===== src/rtl/gray_pos_decoder.sv =====
// rtl/gray_pos_decoder.sv - Gray sample decoder with step/direction tracking and jump detection
module gray_pos_decoder #(
  parameter int WIDTH = 4,
  parameter int POS_W = 16
) (
  input  logic             clk,
  input  logic             rst_n,
  input  logic [WIDTH-1:0] gray_in,
  input  logic             gray_valid,
  input  logic             resync,
  output logic [WIDTH-1:0] bin_out,
  output logic             bin_valid,
  output logic             step,
  output logic             dir_up,
  output logic [POS_W-1:0] pos,
  output logic             err,
  output logic [7:0]       err_count
);

  typedef enum logic [1:0] {
    ST_SYNC  = 2'd0,
    ST_TRACK = 2'd1,
    ST_FAULT = 2'd2
  } state_t;

  state_t             state, state_d;
  logic [WIDTH-1:0]   bin_d;
  logic               bin_valid_d;
  logic               step_d;
  logic               dir_up_d;
  logic [POS_W-1:0]   pos_d;
  logic               err_d;
  logic [7:0]         err_count_d;
  logic [WIDTH-1:0]   new_bin;
  logic [WIDTH-1:0]   diff;

  function automatic logic [WIDTH-1:0] gray2bin(input logic [WIDTH-1:0] g);
    logic [WIDTH-1:0] b;
    b[WIDTH-1] = g[WIDTH-1];
    for (int i = WIDTH - 2; i >= 0; i--) begin
      b[i] = b[i+1] ^ g[i];
    end
    return b;
  endfunction

  assign new_bin = gray2bin(gray_in);
  // Modular distance from the reference; only +1 and -1 are legal moves.
  assign diff    = new_bin - bin_out;

  always_ff @(posedge clk or negedge rst_n) begin
    if (!rst_n) begin
      state     <= ST_SYNC;
      bin_out   <= '0;
      bin_valid <= 1'b0;
      step      <= 1'b0;
      dir_up    <= 1'b1;
      pos       <= '0;
      err       <= 1'b0;
      err_count <= '0;
    end else begin
      state     <= state_d;
      bin_out   <= bin_d;
      bin_valid <= bin_valid_d;
      step      <= step_d;
      dir_up    <= dir_up_d;
      pos       <= pos_d;
      err       <= err_d;
      err_count <= err_count_d;
    end
  end

  always_comb begin
    state_d     = state;
    bin_d       = bin_out;
    bin_valid_d = bin_valid;
    step_d      = 1'b0;
    dir_up_d    = dir_up;
    pos_d       = pos;
    err_d       = 1'b0;
    err_count_d = err_count;

    if (resync) begin
      // Resync drops the reference but keeps history (pos, dir, error tally).
      state_d     = ST_SYNC;
      bin_valid_d = 1'b0;
    end else if (gray_valid) begin
      case (state)
        ST_SYNC: begin
          bin_d       = new_bin;
          bin_valid_d = 1'b1;
          state_d     = ST_TRACK;
        end
        ST_TRACK: begin
          if (diff == WIDTH'(1)) begin
            bin_d    = new_bin;
            step_d   = 1'b1;
            dir_up_d = 1'b1;
            pos_d    = pos + POS_W'(1);
          end else if (diff == {WIDTH{1'b1}}) begin
            bin_d    = new_bin;
            step_d   = 1'b1;
            dir_up_d = 1'b0;
            pos_d    = pos - POS_W'(1);
          end else if (diff != '0) begin
            err_d       = 1'b1;
            bin_valid_d = 1'b0;
            state_d     = ST_FAULT;
            if (err_count != 8'hFF) begin
              err_count_d = err_count + 8'd1;
            end
          end
        end
        default: begin
          state_d = state;
        end
      endcase
    end
  end

endmodule


===== config.mk =====
export PLATFORM = sky130hd
export DESIGN_NAME = gray_pos_decoder
export DESIGN_NICKNAME = d
export VERILOG_FILES = /design/src/rtl/gray_pos_decoder.sv
export SDC_FILE = /design/constraint.sdc
export NUM_CORES = 1
export LEC_CHECK = 0
export CORE_MARGIN = 2
export CORE_UTILIZATION = 30
export DETAILED_ROUTE_END_ITERATION = 6
export PLACE_DENSITY = 0.62
export SLEW_MARGIN = 20
export SYNTH_ARGS = -nofsm -noshare
export SYNTH_HDL_FRONTEND = slang
export SYNTH_SLANG_ARGS = --single-unit

===== constraint.sdc =====
create_clock -name clk -period 4.1 [get_ports clk]
set_input_delay 0.41 -clock clk [delete_from_list [all_inputs] [get_ports clk]]
set_output_delay 0.41 -clock clk [all_outputs]
set_load 0.05 [all_outputs]

==> results of run 1 <==
[sequential cells by signal (all words and copies together), names as in the netlist]
| register | count |
|---|---|
| bin_out | 4 |
| dir_up | 1 |
| err | 1 |
| err_count | 8 |
| pos | 16 |
| state | 2 |
| step | 1 |
[per-layer routing]
layer,global-route usage (%),up-vias
met1,18.3,961
li1,-,1005
met2,21.7,44
met3,5.11,5
met4,3.72,0
met5,0,-
[layout make-up]
class                      count  area (µm²)
inverter                      15        61.3
fill                         701        3890
clock buffer                   5        68.8
sequential                    33         827
timing repair buffer          84         721
clock inverter                 3        17.5
tap                           99         124
multi-input combinational    185        1510
[worst register-to-register path: stages, from the launching register on]
cell and delay, ns:
dfrtp_1 0.40, ha_2 0.20, fa_2 0.53, nand2_1 0.07, or3_4 0.36, or2_4 0.32, buf_4 0.16, ha_4 0.28
o21a_1 0.16, o31ai_4 0.09, buf_4 0.15, a21o_1 0.16, o311a_1 0.33, a32o_1 0.24
[per-stage QoR]
stage | hold slack, ns | utilization (%) | area (µm²) | setup WS (ns) | setup TNS, ns
2_1_floorplan | 0.114 | - | 2300 | -0.0711 | -0.0711
3_3_place_gp | 0.463 | 42.7 | 3080 | -0.535 | -4.38
3_5_place_dp | 0.466 | 42.7 | 3080 | -0.697 | -5.70
4_1_cts | 0.486 | 44.2 | 3190 | 0.000689 | 0
5_1_grt | 0.513 | 46.1 | 3330 | 0.0821 | 0
6_report | 0.477 | 46.1 | 3330 | 0.195 | 0
[final timing paths]
path | start | end | slack, ns | depth (start not counted)
setup / recovery | gray_in[2] | pos[12]$_DFFE_PN0P_ | 0.19 | 17
hold / removal | pos[15]$_DFFE_PN0P_ | pos[15]$_DFFE_PN0P_ | 0.48 | 1
setup reg to reg | bin_out[0]$_DFFE_PN0P_ | pos[12]$_DFFE_PN0P_ | 0.55 | 13
hold reg to reg | pos[15]$_DFFE_PN0P_ | pos[15]$_DFFE_PN0P_ | 0.48 | 1
max in group asynchronous | rst_n | dir_up$_DFFE_PN1P_ | 3.22 | 2
min in group asynchronous | rst_n | err_count[1]$_DFFE_PN0P_ | 0.52 | 2
[logic make-up (layout without fill, tap and decap cells)]
kind of cell	Yosys count	count (layout)	synth area share, %
simple gates	70	71	14.9
compound gates	62	62	18.3
flops	33	33	37.4
xor+xnor	24	24	9.50
fa+ha+maj	21	21	12.6
buf+inv	21	107	4.02
mux	7	7	3.39
[repair_timing]
item / in CTS / in global routing
setup endpoints to repair: 10 / 9
gates cloned: 1 / 0
gates resized for setup: 9 / 21
buffers inserted: 0 / 5
pin swaps: 3 / 12
endpoints found under the hold margin: 0 / 0
[cell usage in the layout (no fill, tap or decap), types with 4 or more instances in the layout]
master,instances
ha_1,12
nand4_1,5
xnor2_1,15
inv_1,14
dfrtp_1,32
nor2_1,16
nor2b_1,5
ha_4,5
nand2_1,28
clkdlybuf4s50_1,36
clkbuf_8,5
o21ai_0,19
and3_1,4
xor2_1,5
a21oi_1,11
buf_4,45
mux2_2,4
==> out/results.tsv, run 1 <==
stage	metric	value	unit
final_layout	Area Growth Syn to Fin	50.3	%
floorplanning	die height	89.9	µm
yosys	ranking of synthesized cells by instance count	32 x dfrtp_1, 28 x nand2_1, 21 x o21ai_0	
detailed_routing	Post-Route WL	5.50	mm
detailed_routing	DR WL met2	2.57	mm
yosys	cell with the most instances after synthesis	dfrtp_1	
critical_path	CP arrival	4.09	ns
floorplanning	initial core utilization	30.7	%
yosys	Primary FF master, synth	dfrtp_1	
clocking	H-tree level count	2	
clocking	clk root buf	clkbuf_8	
clocking	clock sinks	33	
yosys	Synth warnings	0	
detailed_routing	Via density	4.75	
floorplanning	die area	0.00808	mm²
critical_path	critical path required time	4.29	ns
sta	Setup Viol. Count Final	0	
yosys	largest cells by area after synthesis	dfrtp_1 36%, ha_1 11%, xnor2_1 6.3%	
clocking	clock tree buffer depth	2	
detailed_routing	Starting DRT DRC Count	100	
sta	Fin. Hold Viols	0	
floorplanning	Core Footprint	0.00721	mm²
yosys	Seq cells post-synth	33	
yosys	top cell type's share of synthesized area	36.2	%
final_layout	layout cells sized above 1	28.9	%
sta	Max Freq	256	MHz
clocking	CTS Hold Bufs	0	
clocking	CTS tree	built	
yosys	async set-reset flop share out of synthesis	100	%
sta	Period Utilization, post-route	95.2	%
place	Final GP Congestion	0.905	
critical_path	critical path type	input pin to flip-flop	
floorplanning	row count	31	
final_layout	Antenna diodes	0	
hold_path	HP Class	flip-flop to flip-flop	
yosys	Net Count, Synth	267	
detailed_routing	Via Count	2015	
floorplanning	DIE WIDTH	89.9	µm
grt	Total Routing Usage GR	13.9	%
detailed_routing	met1 WL	2.56	mm
critical_path	Max FO, Critical Path	6	
critical_path	CP startpoint kind	input pin	
detailed_routing	WL/cell	13.0	µm
clocking	Worst-Skew Late Latency	0.29	ns
grt	initial antenna violation count	0	
grt	vias in the first global route	1958	
detailed_routing	DR WL met3	323	µm
clocking	Clk pin slew, worst setup/hold paths	0.08	ns
grt	first-pass GRT wire length	9.11	mm
place	Placed Cells	410	
grt	aggregate global routing overflow	0	
critical_path	CP Capture Type	flip-flop	
sta	Tmin final	3.91	ns
yosys	average size of a mapped cell	9.29	µm²
sta	actual slew at the worst max-slew pin	0.531	ns
final_layout	Final Net Count	353	
yosys	number of flops mapped to enable cells by yosys	0	
sta	worst rel slew slack	64.5	%
yosys	synthesized instance count	238	
detailed_routing	antenna viol nets, final	0	
critical_path	delay-heaviest family, CP	adder cells	
critical_path	CP bufs+invs	3	
critical_path	worst path cell trace	clkbuf_2 -> xor2_4 -> xor2_2 -> xnor2_2 -> ha_2 -> fa_2 -> nand2_1 -> or3_4 -> or2_4 -> buf_4 -> ha_4 -> o21a_1 -> o31ai_4 -> buf_4 -> a21o_1 -> o311a_1 -> a32o_1	
yosys	Yosys cell types	43	
place	PortBufs	39	
sta	RSZ-0062 raised after global routing	false	
sta	max-slew violations	0	
grt	largest net degree at the start of global routing	34	
clocking	CTS Buf Count	5	
place	Post-DP HPWL	3.94	mm
run_status	outcome	finished, final reports clean	
sta	clock skew	0.00937	ns
critical_path	Slowest Stage Delay on Critical Path	0.53	ns
flow_run	max cap viols	0	
yosys	sequential-to-total area share from yosys stat	37.4	%
yosys	area leader, netlist	dfrtp_1	
detailed_routing	DRC viols	0	
detailed_routing	drt pass-1 iters	4	
critical_path	CP max-delay cell	fa_2	
critical_path	most frequent CP cell	buf_4	
yosys	Post-Syn Area	0.00221	mm²
detailed_routing	max layer used	met4	
final_layout	Non-Filler Instances	424	
floorplanning	Boundary Pins	40	
Power of run 1 is left out: the tool's default activity adds up to more than one toggle a clock period on the data nets, which glitch-free logic cannot reach.
==> inputs of run 2 (changes only) <==
- SKIP_CTS_REPAIR_TIMING: not set -> 1
==> run 2 against run 1 <==
Net effect:
- first-iteration DRC count rose by 10%
- final cell count fell by 0.47%
- flip-flop and latch count did not move
- die area did not move
- critical path depth unchanged
- sequential share of layout area grew 0.094 points
- fmax fell by 1.9%
- cell area fell by 0.38%
- global-route usage is 0.32 points lower
- via count decreased by 0.79%
- clock-buffer cell count unchanged
- largest cell class unchanged
==> out/results.tsv, run 2 (synthesized netlist as in run 1, its figures left out) <==
stage	metric	value	unit
floorplanning	Boundary Pins	40	
clocking	CTS Buf Count	5	
sta	Setup Viol. Count Final	0	
detailed_routing	Via Count	1999	
critical_path	Worst setup endpoint	pos[12]$_DFFE_PN0P_	
detailed_routing	antenna viol nets, final	0	
final_layout	most frequent cells in the layout	43 x buf_4, 36 x clkdlybuf4s50_1, 32 x dfrtp_1, 28 x nand2_1, 19 x o21ai_0	
critical_path	CP Capture Type	flip-flop	
final_layout	Antenna diodes	0	
grt	initial antenna violation count	0	
place	Post-DP HPWL	3.94	mm
sta	RSZ-0062 raised after global routing	false	
place	Final GP Congestion	0.905	
critical_path	Crit. Startpoint	gray_in[2]	
run_status	outcome	finished, final reports clean	
detailed_routing	DRC viols	0	
grt	aggregate global routing overflow	0	
sta	worst rel slew slack	64.5	%
final_layout	Fill cells	701	
critical_path	path depth of the worst reg2reg path	13	
clocking	Clk pin slew, worst setup/hold paths	0.07	ns
clocking	clock sinks	33	
final_layout	Largest Register	pos	
final_layout	number of flip-flops in the largest register	16	
grt	largest net degree at the start of global routing	34	
grt	vias in the first global route	1943	
detailed_routing	Via density	4.74	
final_layout	layout cells sized above 1	27.6	%
clocking	H-tree level count	2	
clocking	clk root buf	clkbuf_8	
sta	Fin. Hold Viols	0	
flow_run	max cap viols	0	
critical_path	critical path type	input pin to flip-flop	
final_layout	Final Net Count	351	
critical_path	Max FO, Critical Path	6	
floorplanning	initial core utilization	30.7	%
critical_path	CP startpoint kind	input pin	
clocking	clock tree buffer depth	2	
sta	max-slew violations	0	
clocking	CTS tree	built	
final_layout	commonest non-fill, non-tap cell in the layout	buf_4	
critical_path	CP arrival	4.17	ns
sta	Tmin final	3.98	ns
critical_path	RR Startpoint	bin_out[0]$_DFFE_PN0P_	
sta	Period Utilization, post-route	97.1	%
critical_path	critical path required time	4.29	ns
place	Cell Area, Placed	0.00308	mm²
final_layout	Area Growth Syn to Fin	49.8	%
critical_path	Worst R2R Setup Slack	0.54	ns
clocking	Worst-Skew Late Latency	0.29	ns
final_layout	design area	0.00331	mm²
grt	Total Routing Usage GR	13.6	%
floorplanning	die height	89.9	µm
detailed_routing	WL/cell	12.9	µm
final_layout	Non-Filler Instances	422	
place	Placed Cells	410	
place	PortBufs	39	
detailed_routing	Post-Route WL	5.44	mm
floorplanning	die area	0.00808	mm²
sta	clock skew	0.00701	ns
sta	Max Freq	251	MHz
final_layout	biggest regs	pos x16, err_count x8, bin_out x4	
detailed_routing	drt pass-1 iters	4	
floorplanning	Core Footprint	0.00721	mm²
sta	actual slew at the worst max-slew pin	0.530	ns
floorplanning	row count	31	
detailed_routing	Starting DRT DRC Count	110	
critical_path	r2r endpoint	pos[12]$_DFFE_PN0P_	
floorplanning	DIE WIDTH	89.9	µm
hold_path	HP Class	flip-flop to flip-flop	
grt	first-pass GRT wire length	8.93	mm
## run 2: layout make-up
type / count / area, µm² / share of cell area (%)
Clock inverter: 3 / 17.5 / 0.529
Inverter: 15 / 61.3 / 1.85
Multi-Input combinational cell: 185 / 1490 / 45.1
Clock buffer: 5 / 68.8 / 2.08
Timing Repair Buffer: 82 / 721 / 21.8
Sequential cell: 33 / 827 / 25.0
Tap cell: 99 / 124 / 3.74
## run 2: layer usage
layer | vias to the layer above | GRT usage [%] | share of wire [%]
li1 | 1002 | - | -
met1 | 946 | 17.5 | 46
met2 | 46 | 21.7 | 47
met3 | 5 | 4.95 | 6.0
met4 | 0 | 3.46 | 0.97
met5 | - | 0 | 0
## run 2: stage by stage
| step | setup TNS [ns] | setup WS (ns) | hold WS (ns) | util [%] |
|---|---|---|---|---|
| finish | 0 | 0.120 | 0.476 | 45.9 |
| global placement | -4.38 | -0.535 | 0.463 | 42.7 |
| floorplan | -0.0711 | -0.0711 | 0.114 | - |
| detailed placement | -5.70 | -0.697 | 0.466 | 42.7 |
| CTS | -2.43 | -0.381 | 0.486 | 43.9 |
| global route | 0 | 0.00378 | 0.513 | 45.9 |
## run 2: worst min path at each step
stage	cells past startpoint	slack (ns)	endpoint	start
after floorplan	0	0.11	bin_out[0]$_DFFE_PN0P_	rst_n
after global placement	1	0.46	pos[15]$_DFFE_PN0P_	pos[15]$_DFFE_PN0P_
after detailed placement	1	0.47	pos[15]$_DFFE_PN0P_	pos[15]$_DFFE_PN0P_
after CTS	1	0.49	pos[15]$_DFFE_PN0P_	pos[15]$_DFFE_PN0P_
after global routing	1	0.51	pos[15]$_DFFE_PN0P_	pos[15]$_DFFE_PN0P_
final	1	0.48	pos[15]$_DFFE_PN0P_	pos[15]$_DFFE_PN0P_
## run 2: worst max-delay path: stages
cell and delay [ns]:
dlymetal6s2s_1 0.17, xor2_4 0.20, xor2_2 0.20, xnor2_2 0.15
ha_2 0.19, fa_2 0.55, nand2_1 0.08, or3_4 0.36
or2_4 0.30, buf_4 0.16, ha_4 0.28, o21a_1 0.16
o31ai_4 0.08, buf_4 0.15, a21o_1 0.16, o311a_1 0.33
a32o_1 0.25
Power of run 2 is left out for the same reason.
==> inputs of run 3 (changes only) <==
- MAX_ROUTING_LAYER: not set -> met4
- PLACE_DENSITY: 0.62 -> 0.63
==> run 3 against run 2 <==
Net effect:
- critical path depth is 2 lower
- first-iteration DRC count is 40% lower
- die area did not move
- utilization rose by 0.64 points
- cell area is 1.4% higher
- flip-flop and latch count is the same
- global-route usage grew 0.33 points
- clock skew rose by 0.0030 ns
- non-clock buffer count up 4
==> out/results.tsv, run 3 (synthesized netlist as in run 1, its figures left out) <==
stage	metric	value	unit
run_status	outcome	finished, final reports clean	
detailed_routing	Via density	4.72	
grt	largest net degree at the start of global routing	34	
sta	Max Freq	255	MHz
sta	Final WS setup	0.184	ns
clocking	clk root buf	clkbuf_8	
critical_path	Slowest Stage Delay on Critical Path	0.55	ns
final_layout	sequential standard cell area	827	µm²
critical_path	CP Capture Type	flip-flop	
grt	Total Routing Usage GR	13.9	%
sta	Fin. Hold Viols	0	
floorplanning	initial core utilization	30.7	%
critical_path	delay-heaviest family, CP	simple AND/OR/NAND/NOR gates	
critical_path	worst path cell trace	dlymetal6s2s_1 -> xor2_4 -> xor2_2 -> xnor2_1 -> ha_2 -> fa_2 -> nand2_1 -> or3_4 -> or2_4 -> ha_4 -> nor2b_4 -> o31ai_4 -> a211oi_2 -> or4_1 -> a32o_1	
final_layout	Antenna diodes	0	
detailed_routing	DRC viols	0	
place	Final GP Congestion	0.826	
flow_run	max cap viols	0	
floorplanning	Boundary Pins	40	
hold_path	Hold Path Stages	1	
final_layout	Fill cells	719	
hold_path	hold path start	err_count[5]$_DFFE_PN0P_	
detailed_routing	Post-Route WL	5.53	mm
final_layout	Final Net Count	355	
detailed_routing	WL/cell	13.0	µm
hold_path	Hold Path Sink	err_count[5]$_DFFE_PN0P_	
hold_path	HP Class	flip-flop to flip-flop	
sta	Fin Setup TNS	0	ns
sta	worst rel slew slack	65.0	%
detailed_routing	Starting DRT DRC Count	66	
critical_path	path depth of the worst reg2reg path	11	
floorplanning	Core Footprint	0.00721	mm²
grt	vias in the first global route	2006	
critical_path	critical path type	input pin to flip-flop	
sta	max-slew violations	0	
place	PortBufs	39	
place	Placed Cells	413	
grt	initial antenna violation count	0	
clocking	H-tree level count	2	
sta	Tmin final	3.92	ns
floorplanning	die area	0.00808	mm²
critical_path	critical path required time	4.28	ns
place	pre-CTS setup slack	-0.632	ns
final_layout	layout cells sized above 1	28.1	%
clocking	clock tree buffer depth	2	
final_layout	Area Growth Syn to Fin	51.9	%
clocking	CTS tree	built	
critical_path	r2r endpoint	pos[12]$_DFFE_PN0P_	
detailed_routing	drt pass-1 iters	4	
floorplanning	row count	31	
critical_path	CP max-delay cell	fa_2	
sta	actual slew at the worst max-slew pin	0.524	ns
clocking	Clk pin slew, worst setup/hold paths	0.07	ns
critical_path	CP startpoint kind	input pin	
grt	first-pass GRT wire length	9.00	mm
floorplanning	die height	89.9	µm
sta	Period Utilization, post-route	95.5	%
critical_path	Worst R2R Setup Slack	0.56	ns
final_layout	most frequent cells in the layout	47 x buf_4, 36 x clkdlybuf4s50_1, 32 x dfrtp_1, 28 x nand2_1, 17 x o21ai_0	
final_layout	fin util	46.6	%
detailed_routing	Via Count	2012	
floorplanning	DIE WIDTH	89.9	µm
critical_path	Max FO, Critical Path	6	
final_layout	commonest non-fill, non-tap cell in the layout	buf_4	
clocking	Worst-Skew Late Latency	0.29	ns
final_layout	Largest Register	pos	
detailed_routing	antenna viol nets, final	0	
critical_path	CP bufs+invs	1	
final_layout	Non-Filler Instances	426	
final_layout	number of flip-flops in the largest register	16	
sta	clock skew	0.00997	ns
critical_path	CP arrival	4.09	ns
place	Post-DP HPWL	3.95	mm
grt	aggregate global routing overflow	0	
final_layout	biggest regs	pos x16, err_count x8, bin_out x4	
critical_path	RR Startpoint	bin_out[0]$_DFFE_PN0P_	
sta	Setup Viol. Count Final	0	
clocking	CTS Buf Count	5	
clocking	clock sinks	33	
final_layout	multi-input logic area	0.00151	mm²
[run 3: layout make-up]
| type | count | area share (%) |
|---|---|---|
| multi-input cells | 185 | 45.0 |
| clock inverters | 3 | 0.521 |
| clock buffers | 5 | 2.05 |
| well taps | 99 | 3.69 |
| repair buffers | 86 | 22.3 |
| flip-flops and latches | 33 | 24.6 |
| inverters | 15 | 1.82 |
[run 3: how the worst max path moves through the flow]
stage / start / endpoint / slack, ns / depth (start not counted)
floorplan: gray_in[2] / pos[12]$_DFFE_PN0P_ / -0.07 / 15
global placement: gray_in[2] / pos[12]$_DFFE_PN0P_ / -0.58 / 15
detailed placement: gray_in[2] / pos[12]$_DFFE_PN0P_ / -0.63 / 16
CTS: gray_in[2] / pos[12]$_DFFE_PN0P_ / -0.33 / 16
global route: gray_in[3] / pos[15]$_DFFE_PN0P_ / -0.01 / 18
finish: gray_in[2] / pos[12]$_DFFE_PN0P_ / 0.18 / 15
[run 3: per-layer routing]
layer | share of wire [%] | vias up | track usage [%]
met5 | 0 | - | -
met4 | 1.7 | 0 | 3.97
met3 | 4.1 | 11 | 2.93
met2 | 49 | 42 | 23.5
li1 | - | 1009 | -
met1 | 45 | 950 | 16.8
[run 3: metrics by stage]
stage	hold slack (ns)	area, µm²
2_1_floorplan	0.114	2300
3_3_place_gp	0.482	3100
3_5_place_dp	0.485	3100
4_1_cts	0.495	3190
5_1_grt	0.536	3360
6_report	0.493	3360
Power of run 3 is left out for the same reason.
